`src/rtl/lif_pkg.sv`:
```
// lif_pkg: shared widths, reset-mode encodings and arithmetic helpers for the LIF array
package lif_pkg;
   localparam int   LS_W     = 4;
   localparam logic RST_ZERO = 1'b0;
   localparam logic RST_SUB  = 1'b1;
   // unsigned add that clips at max instead of wrapping
   function automatic logic [31:0] sat_add(input logic [31:0] a, input logic [31:0] b, input logic [31:0] max);
      logic [32:0] s;
      s = {1'b0, a} + {1'b0, b};
      return (s > {1'b0, max}) ? max : s[31:0];
   endfunction
endpackage

```
`src/rtl/lif_neuron.sv`:
```
// lif_neuron: one leaky integrate-and-fire channel, advanced only on the shared update strobe
module lif_neuron
   import lif_pkg::*;
#(
   parameter int W            = 8,
   parameter int IN_W         = 8,
   parameter int REFRAC_TICKS = 2
) (
   input  logic            clk,
   input  logic            rst_n,
   input  logic            upd,
   input  logic [IN_W-1:0] cur,
   input  logic [W-1:0]    threshold,
   input  logic [LS_W-1:0] leak_shift,
   input  logic            reset_mode,
   output logic            spike,
   output logic [W-1:0]    vmem
);
   localparam int RC_W = REFRAC_TICKS > 0 ? $clog2(REFRAC_TICKS + 1) : 1;
   logic [W-1:0]    v_q, v_d, leaked, vi;
   logic [RC_W-1:0] rc_q, rc_d;
   logic            spike_q, spike_d, refrac, fire;
   // leak, integrate with saturation, fire decision and post-fire membrane value
   always_comb begin
      leaked  = v_q - (v_q >> leak_shift);
      vi      = W'(sat_add(32'(leaked), 32'(cur), 32'(2**W - 1)));
      refrac  = rc_q != '0;
      fire    = !refrac && vi >= threshold;
      spike_d = upd && fire;
      rc_d    = !upd ? rc_q : refrac ? rc_q - RC_W'(1) : fire ? RC_W'(REFRAC_TICKS) : rc_q;
      v_d     = (!upd || refrac) ? v_q : !fire ? vi : (reset_mode == RST_ZERO || threshold == '0) ? '0 : vi - threshold;
   end
   // channel state registers
   always_ff @(posedge clk or negedge rst_n) begin
      if (!rst_n) begin
         v_q     <= '0;
         rc_q    <= '0;
         spike_q <= 1'b0;
      end else begin
         v_q     <= v_d;
         rc_q    <= rc_d;
         spike_q <= spike_d;
      end
   end
   assign spike = spike_q;
   assign vmem  = v_q;
endmodule

```
`src/rtl/lif_neuron_array.sv`:
```
// lif_neuron_array: N_CH LIF neurons sharing a time-step prescaler, with spike counters and a channel readout
module lif_neuron_array
   import lif_pkg::*;
#(
   parameter int N_CH         = 4,
   parameter int W            = 8,
   parameter int IN_W         = 8,
   parameter int TICK_DIV     = 10_000_000,
   parameter int REFRAC_TICKS = 2,
   parameter int CNT_W        = 8
) (
   input  logic                                      clk,
   input  logic                                      rst_n,
   input  logic                                      en,
   input  logic [N_CH*IN_W-1:0]                      cur_in,
   input  logic [W-1:0]                              threshold,
   input  logic [LS_W-1:0]                           leak_shift,
   input  logic                                      reset_mode,
   input  logic                                      clr_cnt,
   input  logic [(N_CH > 1 ? $clog2(N_CH) : 1)-1:0] sel,
   output logic [N_CH-1:0]                           spike,
   output logic                                      tick,
   output logic [W-1:0]                              vmem_out,
   output logic [CNT_W-1:0]                          cnt_out
);
   localparam int PS_W = TICK_DIV > 1 ? $clog2(TICK_DIV) : 1;
   logic [PS_W-1:0]  ps_q, ps_d;
   logic             tick_q, upd;
   logic [N_CH-1:0]  spk;
   logic [W-1:0]     vmem_ch [N_CH];
   logic [CNT_W-1:0] cnt_q [N_CH];
   logic [CNT_W-1:0] cnt_d [N_CH];
   // prescaler: the last count of a step with en high is the update edge
   always_comb begin
      upd  = en && ps_q == PS_W'(TICK_DIV - 1);
      ps_d = upd ? '0 : en ? ps_q + PS_W'(1) : ps_q;
   end
   // saturating spike counters; a clear overrides a simultaneous spike
   always_comb begin
      for (int k = 0; k < N_CH; k++)
         cnt_d[k] = clr_cnt ? '0 : (spk[k] && cnt_q[k] != '1) ? cnt_q[k] + CNT_W'(1) : cnt_q[k];
   end
   // prescaler, tick strobe and counter registers
   always_ff @(posedge clk or negedge rst_n) begin
      if (!rst_n) begin
         ps_q   <= '0;
         tick_q <= 1'b0;
         for (int k = 0; k < N_CH; k++) cnt_q[k] <= '0;
      end else begin
         ps_q   <= ps_d;
         tick_q <= upd;
         for (int k = 0; k < N_CH; k++) cnt_q[k] <= cnt_d[k];
      end
   end
   for (genvar i = 0; i < N_CH; i++) begin : g_ch
      lif_neuron #(.W(W), .IN_W(IN_W), .REFRAC_TICKS(REFRAC_TICKS)) u_neuron (
         .clk        (clk),
         .rst_n      (rst_n),
         .upd        (upd),
         .cur        (cur_in[i*IN_W +: IN_W]),
         .threshold  (threshold),
         .leak_shift (leak_shift),
         .reset_mode (reset_mode),
         .spike      (spk[i]),
         .vmem       (vmem_ch[i])
      );
   end
   assign spike    = spk;
   assign tick     = tick_q;
   assign vmem_out = vmem_ch[sel];
   assign cnt_out  = cnt_q[sel];
endmodule

```
`config.mk`:
```
export PLATFORM = sky130hd
export DESIGN_NAME = lif_neuron_array
export DESIGN_NICKNAME = d
export VERILOG_FILES = /design/src/rtl/lif_pkg.sv /design/src/rtl/lif_neuron.sv /design/src/rtl/lif_neuron_array.sv
export SDC_FILE = /design/constraint.sdc
export NUM_CORES = 1
export LEC_CHECK = 0
export BUFFER_PORTS_ARGS = -buffer_cell sky130_fd_sc_hd__clkbuf_2
export CORE_MARGIN = 10
export CORE_UTILIZATION = 50
export CTS_CLUSTER_DIAMETER = 120
export DETAILED_ROUTE_END_ITERATION = 12
export GPL_ROUTABILITY_DRIVEN = 0
export GPL_TIMING_DRIVEN = 0
export PLACE_DENSITY = 0.7
export SYNTH_ARGS = -nofsm -noshare
export SYNTH_HDL_FRONTEND = slang
export SYNTH_SLANG_ARGS = --single-unit
```
`constraint.sdc`:
```
create_clock -name clk -period 13.69 [get_ports clk]
set_clock_uncertainty 0.1 [all_clocks]
set_input_delay 2.0535 -clock clk [delete_from_list [all_inputs] [get_ports clk]]
set_output_delay 2.0535 -clock clk [all_outputs]
set_load 0.1 [all_outputs]
```
==> results.cfg <==
[clock_network]
cts_hold_buf = 0
htree_levels = 3
post_cts_buffers = 0
clk_latency_ns = 0.35
numCtsBuffers = 9
cts_resized = 0
numClockSinks = 101
root_buffer = clkbuf_16
tritoncts = yes
clkTransAtPathRegs_ns = 0.07
clk_path_buf_depth = 2

[drt]
drcViolationCount = 0
drt_iter0_markers = 768
wire_per_inst_um = 17.9
dr.pass1.iters = 5
routed_via_density = 5.99
vias = 9125
drt-total-wl_mm = 27.3
ant_nets = 0

[sta]
finalCritPeriodShare = 0.701
rsz0062_at_grt = false
finalHoldViolations = 0
fmax_ghz = 0.104
setup_tns_ns = 0
setup_violations = 0
layout_min_cycle_time_ns = 9.60
worstMarginPinSlew_ns = 1.20
relSlewSlack = 0.202
drv_slew = 0

[synth]
synth_simple_gate_area_share = 0.199
avgSynthCellArea_um2 = 8.76
yosys.area_share.adder = 0.151
yosysTopAreaCell = dfrtp_1
synth-compound-area-share = 0.171
synth.most_common_cell = nor2_1
synthMuxAreaShare = 0.112
ys_top_cells_by_count = nor2_1 (117), ha_1 (105), dfrtp_1 (101), nand2_1 (89), inv_1 (79)
synth_edf_count = 0
yosysUniqueCellTypes = 72
synth_xor_area_frac = 0.0784
ys_ff_latch = 101
async_reset_ff_frac = 1.00
synth_top_flop_cell = dfrtp_1
syn_nets = 1341
synth_area_leaders = dfrtp_1 (25%), ha_1 (13%), mux4_2 (7.0%)
yosys_warnings = 0
netlist_area_um2 = 10300
ys_seq_area_frac = 0.246
synth_top_family_by_area = simple AND/OR/NAND/NOR gates
yosysTopAreaCellShare = 0.246
netlist_instances = 1173

[critical_path]
cp_slowest_cell = buf_1
path_common_cell = o21ai_0
crit_type = input pin to register
cp-end-kind = register
worst_ep_arrival_time_ns = 9.77
r2r-start = g_ch[1].u_neuron.vmem[7]
reg2regPathDepth = 26
critPathLaunch = leak_shift[1]
worstPathRequired_ns = 13.86
timing.critical_path.fanout_max = 10
rrSetupSlack_ns = 6.75
critPathCapture = g_ch[1].u_neuron.vmem[5]
cpPeakStageDelay_ns = 0.61
r2r-end = g_ch[1].u_neuron.vmem[5]
crit_path_start_kind = input pin

[floorplanning]
die_h_um = 163
dieArea_um2 = 26700
ioPinCount = 72
core_um2 = 20200
die_w_um = 163
start_util = 0.508
num_rows = 52

[run]
max_cap_violations = 0

[cells_and_area]
drive_gt1_frac = 0.125
stdcell_area_um2 = 11300
syn2layout_area_growth_pct = 9.71
num-nets-final = 1417
fin_cells = 1524
antenna_cells = 0

[pwr]
ir_drop_v = 0.0000680
leakagePower_nw = 5.11
finalPower_mw = 0.860
powerDensity_nw_per_um2 = 76.3

[placed_design]
io_buffers = 64
placedCellCount = 1508
place_area_um2 = 11000
dp_hpwl_mm = 21.5

[global_route]
grt_remaining_overflow = 0
antenna_found_initial = 1
grt_max_degree = 58
grt_pass1_wl_mm = 43.8
grt_pass1_vias = 8542
grt_usage = 0.202

[hold_path]
hp-class = register to register

[run_status]
status = complete, no violations
## logic make-up after synthesis
family                   after synthesis
AND/OR/NAND/NOR                      411
XOR/XNOR                              92
buffers and inverters                113
flip-flops                           101
AO/OA/AOI/OAI                        267
multiplexers                          72
adder cells (fa/ha/maj)              117
## worst max-delay path, delay by kind of cell
kind | cells | cell delay [ns]
compound gates | 12 | 2.78
xor+xnor | 1 | 0.25
fa+ha+maj | 4 | 1.35
buf+inv | 5 | 1.87
simple gates | 5 | 1.45
## worst min path at each step
stage	start	endpoint	slack, ns	cells past startpoint
finish	ps_q[4]	ps_q[4]	0.37	1
global route	ps_q[4]	ps_q[4]	0.40	1
CTS	ps_q[4]	ps_q[4]	0.38	1
detailed placement	ps_q[4]	ps_q[4]	0.37	1
global placement	ps_q[4]	ps_q[4]	0.37	1
floorplan	ps_q[4]	ps_q[4]	0.35	1
## metal layers
metal / up-vias / GRT usage / wire, µm
li1: 4408 / - / -
met1: 4325 / 0.281 / 12400
met2: 334 / 0.306 / 11900
met3: 56 / 0.0433 / 2210
met4: 2 / 0.0643 / 719
met5: - / 0 / 13
## placed cells by master, fill, tap and decap left out, drive strengths merged, types with 8 or more instances in the layout
cell	count
nand4	20
dfrtp	101
and3	15
a21boi	8
or3	12
nand2b	18
nor2b	24
and2	8
a21oi	53
fa	12
o21a	18
a21o	32
a211oi	13
or2	9
nand2	90
nand3	39
nor2	117
xnor2	46
xor2	46
clkbuf	98
o21ai	66
mux2	23
buf	12
mux2i	17
inv	81
mux4	32
a31oi	15
ha	105
nor3	31
## state kept, by name, indices dropped and copies added (netlist names)
signal               cells
g_ch.u_neuron.spike      4
ps_q                    24
cnt_q                   32
g_ch.u_neuron.vmem      32
tick                     1
g_ch.u_neuron.rc_q       8
## power by group
| part | internal [mW] | switching [mW] | leakage [nW] |
|---|---|---|---|
| sequential | 0.307 | 0.00901 | 1.38 |
| clock | 0.149 | 0.118 | 0.146 |
| combinational | 0.115 | 0.162 | 3.58 |
## final cells by class
| cell class | count | area, µm² |
|---|---|---|
| fill | 1850 | 8960 |
| multi-input combinational | 959 | 7310 |
| sequential | 101 | 2530 |
| timing repair buffer | 65 | 350 |
| tap | 270 | 338 |
| inverter | 79 | 297 |
| clock buffer | 11 | 243 |
| buffer | 34 | 145 |
| clock inverter | 5 | 67.6 |
## through the flow
stage,worst slack [ns],hold WS [ns],utilization
2_1_floorplan,5.57,0.346,-
3_3_place_gp,4.11,0.366,0.541
3_5_place_dp,4.02,0.365,0.542
4_1_cts,4.27,0.381,0.557
5_1_grt,3.49,0.398,0.557
6_report,4.09,0.375,0.557
(Power assumes the default switching activity.)
